File: config.mk
export PLATFORM = sky130hd
export DESIGN_NAME = sqrt_iter_unit
export DESIGN_NICKNAME = d
export VERILOG_FILES = /design/src/rtl/sqrt_iter_unit.sv
export SDC_FILE = /design/constraint.sdc
export NUM_CORES = 1
export LEC_CHECK = 0
export CORE_ASPECT_RATIO = 0.9
export CORE_MARGIN = 8
export CORE_UTILIZATION = 55
export CTS_CLUSTER_SIZE = 25
export DETAILED_ROUTE_END_ITERATION = 16
export HOLD_SLACK_MARGIN = 0.08
export PLACE_DENSITY = 0.84
export SYNTH_ARGS = -nofsm -noshare
export SYNTH_HDL_FRONTEND = slang
export SYNTH_SLANG_ARGS = --single-unit
export TNS_END_PERCENT = 1
File: constraint.sdc
create_clock -name clk_i -period 5.85 [get_ports clk_i]
set_input_delay 0.8775 -clock clk_i [delete_from_list [all_inputs] [get_ports clk_i]]
set_output_delay 0.8775 -clock clk_i [all_outputs]
set_load 0.01 [all_outputs]
File: src/rtl/sqrt_iter_unit.sv
// Restoring integer square root, one root bit per clock.
// A single 16-bit CLA performs every trial subtraction.
module cla_16 (
    input  logic [15:0] A_i,
    input  logic [15:0] B_i,
    input  logic        Ci_i,
    output logic [15:0] S_o,
    output logic        Co_o
);
    logic [15:0] w_p;
    logic [15:0] w_g;
    logic [3:0]  w_gp;
    logic [3:0]  w_gg;
    logic [4:0]  w_gc;
    logic [15:0] w_c;

    assign w_p = A_i ^ B_i;
    assign w_g = A_i & B_i;

    always_comb begin
        w_gp = '0;
        w_gg = '0;
        w_gc = '0;
        w_c  = '0;
        for (int k = 0; k < 4; k++) begin
            w_gp[k] = &w_p[4*k +: 4];
            w_gg[k] = w_g[4*k+3]
                    | (w_p[4*k+3] & w_g[4*k+2])
                    | (w_p[4*k+3] & w_p[4*k+2] & w_g[4*k+1])
                    | (w_p[4*k+3] & w_p[4*k+2] & w_p[4*k+1] & w_g[4*k]);
        end
        w_gc[0] = Ci_i;
        for (int k = 0; k < 4; k++) begin
            w_gc[k+1] = w_gg[k] | (w_gp[k] & w_gc[k]);
        end
        // Carries inside each 4-bit group come from the group carry-in.
        for (int k = 0; k < 4; k++) begin
            w_c[4*k]   = w_gc[k];
            w_c[4*k+1] = w_g[4*k] | (w_p[4*k] & w_gc[k]);
            w_c[4*k+2] = w_g[4*k+1]
                       | (w_p[4*k+1] & w_g[4*k])
                       | (w_p[4*k+1] & w_p[4*k] & w_gc[k]);
            w_c[4*k+3] = w_g[4*k+2]
                       | (w_p[4*k+2] & w_g[4*k+1])
                       | (w_p[4*k+2] & w_p[4*k+1] & w_g[4*k])
                       | (w_p[4*k+2] & w_p[4*k+1] & w_p[4*k] & w_gc[k]);
        end
    end

    assign S_o  = w_p ^ w_c;
    assign Co_o = w_gc[4];
endmodule

module sqrt_iter_unit #(
    parameter int DATA_W = 16
) (
    input  logic                  clk_i,
    input  logic                  rst_n_i,
    input  logic                  in_valid_i,
    output logic                  in_ready_o,
    input  logic [DATA_W-1:0]     radicand_i,
    output logic                  out_valid_o,
    input  logic                  out_ready_i,
    output logic [DATA_W/2-1:0]   root_o,
    output logic [DATA_W/2:0]     rem_o
);
    localparam int ROOT_W = DATA_W / 2;
    localparam int REM_W  = ROOT_W + 1;
    localparam int CNT_W  = $clog2(ROOT_W + 1);

    typedef enum logic [1:0] {
        IDLE = 2'd0,
        RUN  = 2'd1,
        DONE = 2'd2
    } state_t;

    state_t              r_state;
    state_t              w_state_nxt;
    logic [DATA_W-1:0]   r_rad;
    logic [REM_W-1:0]    r_rem;
    logic [ROOT_W-1:0]   r_root;
    logic [CNT_W-1:0]    r_cnt;
    logic [ROOT_W-1:0]   r_root_o;
    logic [REM_W-1:0]    r_rem_o;

    logic [REM_W+1:0]    w_shifted;
    logic [ROOT_W+1:0]   w_trial;
    logic [15:0]         w_diff;
    logic                w_fits;
    logic [REM_W-1:0]    w_rem_nxt;
    logic [ROOT_W-1:0]   w_root_nxt;
    logic                w_last;

    assign w_shifted = {r_rem, r_rad[DATA_W-1 -: 2]};
    assign w_trial   = {r_root, 2'b01};

    cla_16 u_cla (
        .A_i  (16'(w_shifted)),
        .B_i  (~16'(w_trial)),
        .Ci_i (1'b1),
        .S_o  (w_diff),
        .Co_o ()
    );

    // Both operands stay below 2^15, so bit 15 is the borrow.
    assign w_fits     = ~w_diff[15];
    assign w_rem_nxt  = w_fits ? w_diff[REM_W-1:0] : w_shifted[REM_W-1:0];
    assign w_root_nxt = {r_root[ROOT_W-2:0], w_fits};
    assign w_last     = (r_cnt == CNT_W'(ROOT_W - 1));

    always_ff @(posedge clk_i) begin
        if (!rst_n_i) begin
            r_state <= IDLE;
        end else begin
            r_state <= w_state_nxt;
        end
    end

    always_comb begin
        w_state_nxt = r_state;
        in_ready_o  = 1'b0;
        out_valid_o = 1'b0;
        unique case (r_state)
            IDLE: begin
                in_ready_o = 1'b1;
                if (in_valid_i) w_state_nxt = RUN;
            end
            RUN: begin
                if (w_last) w_state_nxt = DONE;
            end
            DONE: begin
                out_valid_o = 1'b1;
                if (out_ready_i) w_state_nxt = IDLE;
            end
            default: w_state_nxt = IDLE;
        endcase
    end

    always_ff @(posedge clk_i) begin
        if (!rst_n_i) begin
            r_rad    <= '0;
            r_rem    <= '0;
            r_root   <= '0;
            r_cnt    <= '0;
            r_root_o <= '0;
            r_rem_o  <= '0;
        end else begin
            unique case (r_state)
                IDLE: begin
                    if (in_valid_i) begin
                        r_rad  <= radicand_i;
                        r_rem  <= '0;
                        r_root <= '0;
                        r_cnt  <= '0;
                    end
                end
                RUN: begin
                    r_rad  <= r_rad << 2;
                    r_rem  <= w_rem_nxt;
                    r_root <= w_root_nxt;
                    r_cnt  <= r_cnt + 1'b1;
                    if (w_last) begin
                        r_root_o <= w_root_nxt;
                        r_rem_o  <= w_rem_nxt;
                    end
                end
                default: ;
            endcase
        end
    end

    assign root_o = r_root_o;
    assign rem_o  = r_rem_o;
endmodule

Yosys cells after proc, flatten, opt, wreduce, memory -nomap -nowiden. Cells that the tools add are included.

Register bits after elaboration: 56. Input port bits: 20.

Add/sub/neg operators: 1. Equal/unequal tests: 6. Multiplexer cells: 15. Bitwise operators: 91. Reduce and logical (&&, ||, !) cells: 8.

Operator list (count): bitwise AND 1 bit (50); OR 1 bit (36); case mux 16 bit (2 select lines) (1); 2-to-1 mux 9 bit (2); case mux 9 bit (2 select lines) (1); 2-to-1 mux 16 bit (1); NOT 10 -> 16 bit (1); case mux 8 bit (2 select lines) (1); XOR 11 x 16 -> 16 bit (1); XOR 16 bit (1); bitwise AND 11 x 15 -> 15 bit (1); AND reduction 4 bit (3); 2-to-1 mux 8 bit (1); case mux 4 bit (2 select lines) (1); 2-to-1 mux 2 bit (3); != test 2 bit (second input constant) (3); case mux 2 bit (3 select lines) (1); adder 4 x 1 -> 4 bit (second input constant) (1); equality test 4 x 3 -> 1 bit (second input constant) (1); 2-to-1 mux 4 bit (1); AND reduction 2 bit (2); AND reduction 3 bit (1); equality test 2 x 1 -> 1 bit (second input constant) (1); equality test 2 bit (second input constant) (1); 4 further kinds (5).

Longest topological paths before layout. Gate-level depths: netlist (run 1).

Depth in word-level cells: 16. Mapped depth: 8. Mapped depth without buffers: 8.

Modules after synthesis. Synthesis (run 1) repeated with hierarchy kept, for this count alone.

Cell total of the unflattened synthesis: 353. Area, all modules: 3153.0 µm².

By module, submodules not included: sqrt_iter_unit (times used 1, cells each 271, area each 2454.9 µm²); cla_16 (times used 1, cells each 82, area each 698.2 µm²).

Least setup slack after synthesis (run 1). No wires, ideal clock.

Path kind: register to register. Start: register r_root[3]. End: register r_rem[2]. Library setup time: 0.117 ns. Arrival: 1.951 ns. Data required time: 5.733 ns. Path slack: 3.782 ns. Stages on the path, launching flop included: 8. Path buffers: 0. Clock period less this slack: 2.068 ns. Path through: dfxtp_1 inv_1 ha_1 a21o_1 a31o_1 o2111a_1 or3_1 a32o_1.

Word-level cells in the longest chain between the ends: 13.

Ends and longest elaborated chain: from (decl) (RTL line 81) `logic [ROOT_W-1:0] r_root;`; from (signal assigned) (RTL line 160) `r_root <= w_root_nxt;`; NOT 10 -> 16 bit (*) (RTL line 99) `.B_i (~16'(w_trial)),`; bitwise AND 11 x 15 -> 15 bit or XOR 11 x 16 -> 16 bit (tied branches) (RTL line 18, 17); bitwise AND 1 bit (on tied branches) (RTL line 29, 30); OR 1 bit or bitwise AND 1 bit (tied branches) (RTL line 29, 30); OR 1 bit (RTL line 30) `| (w_p[4*k+3] & w_p[4*k+2] & w_p[4*k+1] & w_g[4*k]);`; OR 1 bit (*) (RTL line 34) `w_gc[k+1] = w_gg[k] | (w_gp[k] & w_gc[k]);`; bitwise AND 1 bit (*) (RTL line 34); OR 1 bit (*) (RTL line 34); bitwise AND 1 bit (*) (RTL line 46) `| (w_p[4*k+2] & w_p[4*k+1] & w_p[4*k] & w_gc[k]);`; OR 1 bit (*) (RTL line 46); XOR 16 bit (*) (RTL line 50) `assign S_o = w_p ^ w_c;`; 2-to-1 mux 9 bit (*) (RTL line 107) `assign w_rem_nxt = w_fits ? w_diff[REM_W-1:0] : w_shifted[REM_W-1:0];`; case mux 9 bit (2 select lines) (*) (RTL line 148) `unique case (r_state)`; to (signal assigned) (RTL line 159) `r_rem <= w_rem_nxt;`; to (decl) (RTL line 80) `logic [REM_W-1:0] r_rem;`.

Every way passes the cells marked *; elsewhere a longest branch is shown, timed or not. A chain may end at the register's enable or synchronous reset.

Final worst setup path (run 1).
Start: register r_state[1]. End: output port out_valid_o.

Word-level cells in the longest chain between the ends: 2.

Ends and longest elaborated chain: from (decl) (RTL line 77) `state_t r_state;`; from (signal assigned) (RTL line 115) `r_state <= w_state_nxt;`; equality test 2 bit (RTL line 123) `unique case (r_state)`; 2-to-1 mux 1 bit (RTL line 123); to (decl) (RTL line 62) `output logic out_valid_o,`.

No other way between the ends.

==> flow_summary.toml, run 1 <==
[logic_synthesis]
yosysSeqAreaShare_pct = 40.91
ys_seq_elements = 56
synth_xor_xnor_area_share_pct = 0.9589
synth_area_per_cell_sq_um = 8.229
synthMuxAreaShare_pct = 0.4110
synth_area_sq_um = 2740
synthSimpleGateAreaFrac_pct = 16.39
synthCells = 333
synth_compound_area_share_pct = 30.05
synth_edf_count = 0
synth_top_family_by_area = "compound AO/OA/AOI/OAI gates"
ys_warn_count = 0
async_flop_share_pct = 0
ys_types = 42
synthFlopType = "dfxtp_1"
synth_fp_nets = 365
synthAdderAreaFrac_pct = 5.753

[global_route]
grt_busiest_layer = "met2"
grtUsageMet2_pct = 28.74
global_route.usage.met3_pct = 3.867
grt_max_degree = 31
antenna_found_initial = 0
grt_pass1_vias = 2425
grt_use_total_pct = 17.89
grt-ovfl-total = 0
grt_pass1_wl_um = 11470
met1_usage_pct = 22.74

[timing]
clock_skew_ps = 11.37
period_minus_slack_ps = 2869
finalCritPeriodShare_pct = 49.04
slew_headroom_pct = 24.51
rsz0062_at_grt = "false"
hold_viol = 0
tns_ps = 0
finalSetupViolCount = 0
max_freq_mhz = 348.6
slew_viol_final = 0
tightest_slew_ps = 1126

[cts]
clock_latency_ps = 310
postCtsSetupRepairBufs = 0
root_buffer = "clkbuf_8"
htree_num_levels = 2
cts_buffer_depth = 2
cts_resized = 0
cts_tree = "yes"
hold_buffers = 0
cts.sinks = 56
cts_buffers = 5
clk_pin_slew_ps = 90

[layout]
multiInputGateArea_sq_um = 1473
regArea_sq_um = 1121
area_growth_pct = 19.13
fillCellCount = 392
layout-drive-gt1-share_pct = 5.028
finalCoreUtilization_pct = 67.52
n_antenna_cell = 0
nNetsFinal = 389

[die]
pin_count = 39
die-area_sq_um = 7500
chipWidth_um = 90.40
rows = 24
die_h_um = 82.96
initial_core_util_pct = 56.68
fp.coreArea_sq_um = 4835

[worst_setup_path]
cp_cell_sequence = "inv_1 -> nor2_1 -> clkdlybuf4s50_1"
slowest_stage = "dfxtp_1"
start_kind = "flip-flop"
critPathBufInv = 2
critPathTopFamily = "buffers and inverters"
arrival_ps = 1990
critPathRequiredTime_ps = 4970
path_max_fanout = 17
reg2reg_depth = 7
worst-setup-path-type = "flip-flop to output pin"
endpoint_kind = "output pin"
slowest_delay_ps = 590
cp.depth = 3

[hold_path]
hp-class = "flip-flop to flip-flop"
whs_path_depth = 2

[detailed_routing]
vias_per_cell = 6.300
wire_per_inst_um = 16.50
first_iter_violations = 286
vias = 2665
ant_nets = 0
wl_um = 6979
drc = 0
drt_pass1_iterations = 4

[power_and_ir_drop]
power_w = 0.001555
ir_drop_uv = 287.8
p_per_area_nw_per_um2 = 476.4
leakagePower_nw = 1.169

[placed_design]
hpwlAfterDp_um = 4883
port_buffers = 38
gp_congestion = 0.8940

[flow_run]
max-cap-violations = 0

[run_status]
outcome = "completed"
kinds of logic after synthesis:
| logic type | after synthesis |
|---|---|
| DFF | 56 |
| muxes | 1 |
| buffers and inverters | 39 |
| adders and majority gates | 12 |
| AOI/OAI and AO/OA | 122 |
| xor gates and xnor gates | 3 |
| and+or+nand+nor | 100 |
synthesized netlist by cell type (2+ instances only):
| cell | number | area, sq um |
|---|---|---|
| a21o_1 | 5 | 37.54 |
| o211ai_1 | 6 | 45.04 |
| a22oi_1 | 10 | 75.07 |
| a32o_1 | 3 | 30.03 |
| a21oi_1 | 33 | 165.2 |
| nand2_1 | 30 | 112.6 |
| o21ai_0 | 16 | 80.08 |
| a211oi_1 | 4 | 30.03 |
| xor2_1 | 2 | 17.52 |
| o221ai_1 | 14 | 122.6 |
| nor2b_1 | 3 | 18.77 |
| clkbuf_1 | 19 | 71.32 |
| a31oi_1 | 5 | 31.28 |
| ha_1 | 11 | 137.6 |
| buf_1 | 2 | 7.510 |
| inv_1 | 14 | 52.55 |
| nor2_1 | 29 | 108.9 |
| nand4_1 | 4 | 25.02 |
| dfxtp_1 | 56 | 1121 |
| o22ai_1 | 12 | 75.07 |
| or3_1 | 5 | 31.28 |
| o31ai_1 | 4 | 30.03 |
| nor3_1 | 6 | 30.03 |
| and2_1 | 2 | 12.51 |
| nand3_1 | 18 | 90.09 |
| buf_2 | 4 | 20.02 |
layout by cell type, fill, tap and decap left out, drive strengths merged, types with 5 or more instances in the layout:
| cell type | synthesis | layout |
|---|---|---|
| ha | 11 | 11 |
| or3 | 5 | 5 |
| a31oi | 5 | 5 |
| o22ai | 12 | 12 |
| a21o | 5 | 5 |
| o211ai | 7 | 7 |
| dfxtp | 56 | 56 |
| a22oi | 10 | 10 |
| nor2 | 29 | 29 |
| o21ai | 16 | 16 |
| inv | 14 | 14 |
| a21oi | 34 | 34 |
| nor3 | 6 | 6 |
| clkbuf | 19 | 7 |
| clkdlybuf4s50 | 0 | 38 |
| nand3 | 18 | 18 |
| nand2 | 30 | 30 |
| o221ai | 14 | 14 |
flip-flops by register name, summed over array words and instances (netlist names):
signal   flops
r_rem        9
r_cnt        4
root_o       8
r_root       8
rem_o        9
r_state      2
r_rad       16
layer usage:
metal / part of all wire [%] / vias up
li1: - / 1283
met4: 1.8 / 0
met5: 0 / -
met1: 45 / 1286
met3: 6.1 / 13
met2: 47 / 83
final timing paths:
kind	start	to	slack, ps
worst max-delay path	r_state[1]$_SDFFE_PN0P_	out_valid_o	2980
worst min-delay path	root_o[7]$_SDFFE_PN0P_	root_o[7]$_SDFFE_PN0P_	470
worst max register to register	r_root[1]$_SDFFE_PN0P_	rem_o[0]$_SDFFE_PN0P_	3220
worst min register to register	root_o[7]$_SDFFE_PN0P_	root_o[7]$_SDFFE_PN0P_	470
per-stage QoR:
step | hold slack, ps | setup WS (ps) | cells | area [sq um]
2_1_floorplan | 449.4 | 3782 | 333 | 2740
3_3_place_gp | 448.7 | 2907 | 415 | 3138
3_5_place_dp | 451.2 | 2802 | 415 | 3138
4_1_cts | 468.2 | 2998 | 423 | 3264
5_1_grt | 487.9 | 2848 | 423 | 3264
6_report | 466.5 | 2981 | 423 | 3264
worst min-delay path, stage by stage, from the launching register on:
cell     delay, ps
dfxtp_1        320
nand2_1         50
a21oi_1         50
where the power goes:
| part | leakage (nW) | switching [W] | internal, W |
|---|---|---|---|
| logic | 0.648 | 0.000520 | 0.000290 |
| registers | 0.457 | 0.0000491 | 0.000423 |
| clock network | 0.0645 | 0.000122 | 0.000151 |
cell type report:
class	instances	share of cell area (%)
clock buffers	7	2.951
clock inverters	1	0.9199
inverters	14	1.610
multi-input cells	238	45.11
flip-flops and latches	56	34.34
well taps	65	2.491
repair buffers	42	12.57
(Power assumes the default switching activity.)
==> inputs of run 2 (changes only) <==
Settings changed: CORE_UTILIZATION 55 to 54, PLACE_DENSITY 0.84 to 0.83.
Clock period 5.85 ns to 3 ns, I/O delays scaled along.
==> run 2 against run 1 <==
Against the previous run:
- first-iteration DRC count up 10%
- via count fell by 0.34%
- core utilization up 0.25 points
- sequential power rose by 97%
- count of clock-buffer cells in the layout down 1
- clock skew is 4.4 ps lower
- flip-flop and latch count unchanged
- worst setup slack got worse by 2300 ps
- non-clock buffer count grew 5
- hold slack worse by 5.7 ps
- sequential share of layout area down 0.34 points
- total power is 93% higher
- critical endpoint is now r_rem[1]$_SDFFE_PN0P_
- largest cell class unchanged
- largest power group unchanged
- highest routed layer unchanged
==> flow_summary.toml, run 2 (same netlist as run 1, synthesis figures left out) <==
[detailed_routing]
drc = 0
vias_per_cell = 6.206
drt_pass1_iterations = 5
vias = 2656
ant_nets = 0
wire_per_inst_um = 16.60
first_iter_violations = 315
wl_um = 7105

[global_route]
grt_max_degree = 30
grt-ovfl-total = 0
grt_pass1_wl_um = 12150
antenna_found_initial = 0
grt_use_total_pct = 18.85
grt_pass1_vias = 2525

[worst_setup_path]
worst-setup-path-type = "flip-flop to flip-flop"
arrival_ps = 2580
slowest_delay_ps = 590
path_max_fanout = 16
critPathRequiredTime_ps = 3210
endpoint_kind = "flip-flop"
slowest_stage = "o2111ai_2"
rr_startpoint = "r_root[3]$_SDFFE_PN0P_"
critPathBufInv = 1
r2r_setup_slack_ps = 630
reg2reg_to = "r_rem[1]$_SDFFE_PN0P_"
reg2reg_depth = 7
cp_cell_sequence = "inv_1 -> ha_1 -> a21o_1 -> a31o_1 -> o2111ai_2 -> nand3_1 -> a32o_1"
start_kind = "flip-flop"
critPathTopFamily = "compound AO/OA/AOI/OAI gates"

[timing]
slew_headroom_pct = 52.08
worst_slack_ps = 633.6
finalCritPeriodShare_pct = 78.88
rsz0062_at_grt = "false"
period_minus_slack_ps = 2366
tns_ps = 0
tightest_slew_ps = 718.8
finalSetupViolCount = 0
hold_viol = 0
slew_viol_final = 0
max_freq_mhz = 422.6
clock_skew_ps = 6.953

[die]
fp.coreArea_sq_um = 4865
rows = 24
pin_count = 39
chipWidth_um = 91.09
initial_core_util_pct = 56.33
die_h_um = 83.58
die-area_sq_um = 7613

[cts]
hold_buffers = 0
postCtsSetupRepairBufs = 0
root_buffer = "clkbuf_8"
cts_resized = 0
htree_num_levels = 2
cts_buffers = 5
cts_tree = "yes"
clk_pin_slew_ps = 100
clock_latency_ps = 310
cts.sinks = 56
cts_buffer_depth = 2

[layout]
n_antenna_cell = 0
area_growth_pct = 20.32
regArea_sq_um = 1121
largest_register_ffs = 16
final_cell_mix = "dfxtp_1, clkdlybuf4s50_1, a21oi_1"
layout_commonest_cell = "dfxtp_1"
fillCellCount = 424
regMostFlops = "r_rad"
layout-drive-gt1-share_pct = 6.336
nNetsFinal = 394
multiInputGateArea_sq_um = 1473

[placed_design]
hpwlAfterDp_um = 4974
gp_congestion = 0.9787
port_buffers = 38
pre_cts_ws_ps = 649.9

[run_status]
outcome = "completed"

[hold_path]
hp-class = "flip-flop to flip-flop"
hold_path_end = "root_o[3]$_SDFFE_PN0P_"
hold_start = "root_o[3]$_SDFFE_PN0P_"
whs_path_depth = 2

[power_and_ir_drop]
leakagePower_nw = 1.189
p_per_area_nw_per_um2 = 910.7
ir_drop_uv = 538.2

[flow_run]
max-cap-violations = 0
==> run 2: cell type report <==
type	count	share of cell area (%)
well taps	65	2.467
inverters	14	1.594
clock inverters	2	1.176
clock buffers	6	2.505
flip-flops and latches	56	34.00
multi-input cells	238	44.67
repair buffers	47	13.59
==> run 2: layer usage <==
metal | share of wire, % | up-vias | track usage (%)
met1 | 45 | 1257 | 24.46
met2 | 46 | 100 | 29.91
li1 | - | 1286 | -
met4 | 1.2 | 0 | 5.646
met5 | 0 | - | 0
met3 | 7.2 | 13 | 4.676
==> run 2: worst max path at each step <==
stage | endpoint | depth (start not counted) | slack [ps] | start
2_1_floorplan | r_rem[2]$_SDFFE_PN0P_ | 7 | 930 | r_root[3]$_SDFFE_PN0P_
3_5_place_dp | rem_o[0]$_SDFFE_PN0P_ | 7 | 650 | r_root[3]$_SDFFE_PN0P_
5_1_grt | rem_o[0]$_SDFFE_PN0P_ | 7 | 420 | r_root[1]$_SDFFE_PN0P_
4_1_cts | rem_o[0]$_SDFFE_PN0P_ | 7 | 640 | r_root[3]$_SDFFE_PN0P_
3_3_place_gp | r_rem[2]$_SDFFE_PN0P_ | 7 | 720 | r_root[3]$_SDFFE_PN0P_
6_report | r_rem[1]$_SDFFE_PN0P_ | 7 | 630 | r_root[3]$_SDFFE_PN0P_
==> run 2: worst register-to-register path: stages (launching register included) <==
cell and delay (ps):
dfxtp_1 390, inv_1 60, ha_1 330, a21o_1 200, a31o_1 260, o2111ai_2 600
nand3_1 150, a32o_1 290
==> run 2: power breakdown <==
part	total, W	leakage (nW)	internal [W]	switching [W]
combinational	0.00155	0.671	0.000571	0.000980
clock	0.000522	0.0614	0.000273	0.000249
sequential	0.000930	0.457	0.000826	0.000104
==> run 2: through the flow <==
| stage | power [W] | utilization [%] | hold slack (ps) | cells | area, sq um |
|---|---|---|---|---|---|
| 2_1_floorplan | 0.002110 | - | 449.4 | 333 | 2740 |
| 3_5_place_dp | 0.002450 | 65.28 | 449.6 | 420 | 3176 |
| 3_3_place_gp | 0.002420 | 65.28 | 443.5 | 420 | 3176 |
| 6_report | 0.003002 | 67.77 | 460.8 | 428 | 3297 |
| 5_1_grt | 0.003194 | 67.77 | 486.9 | 428 | 3297 |
| 4_1_cts | 0.002968 | 67.77 | 465.1 | 428 | 3297 |
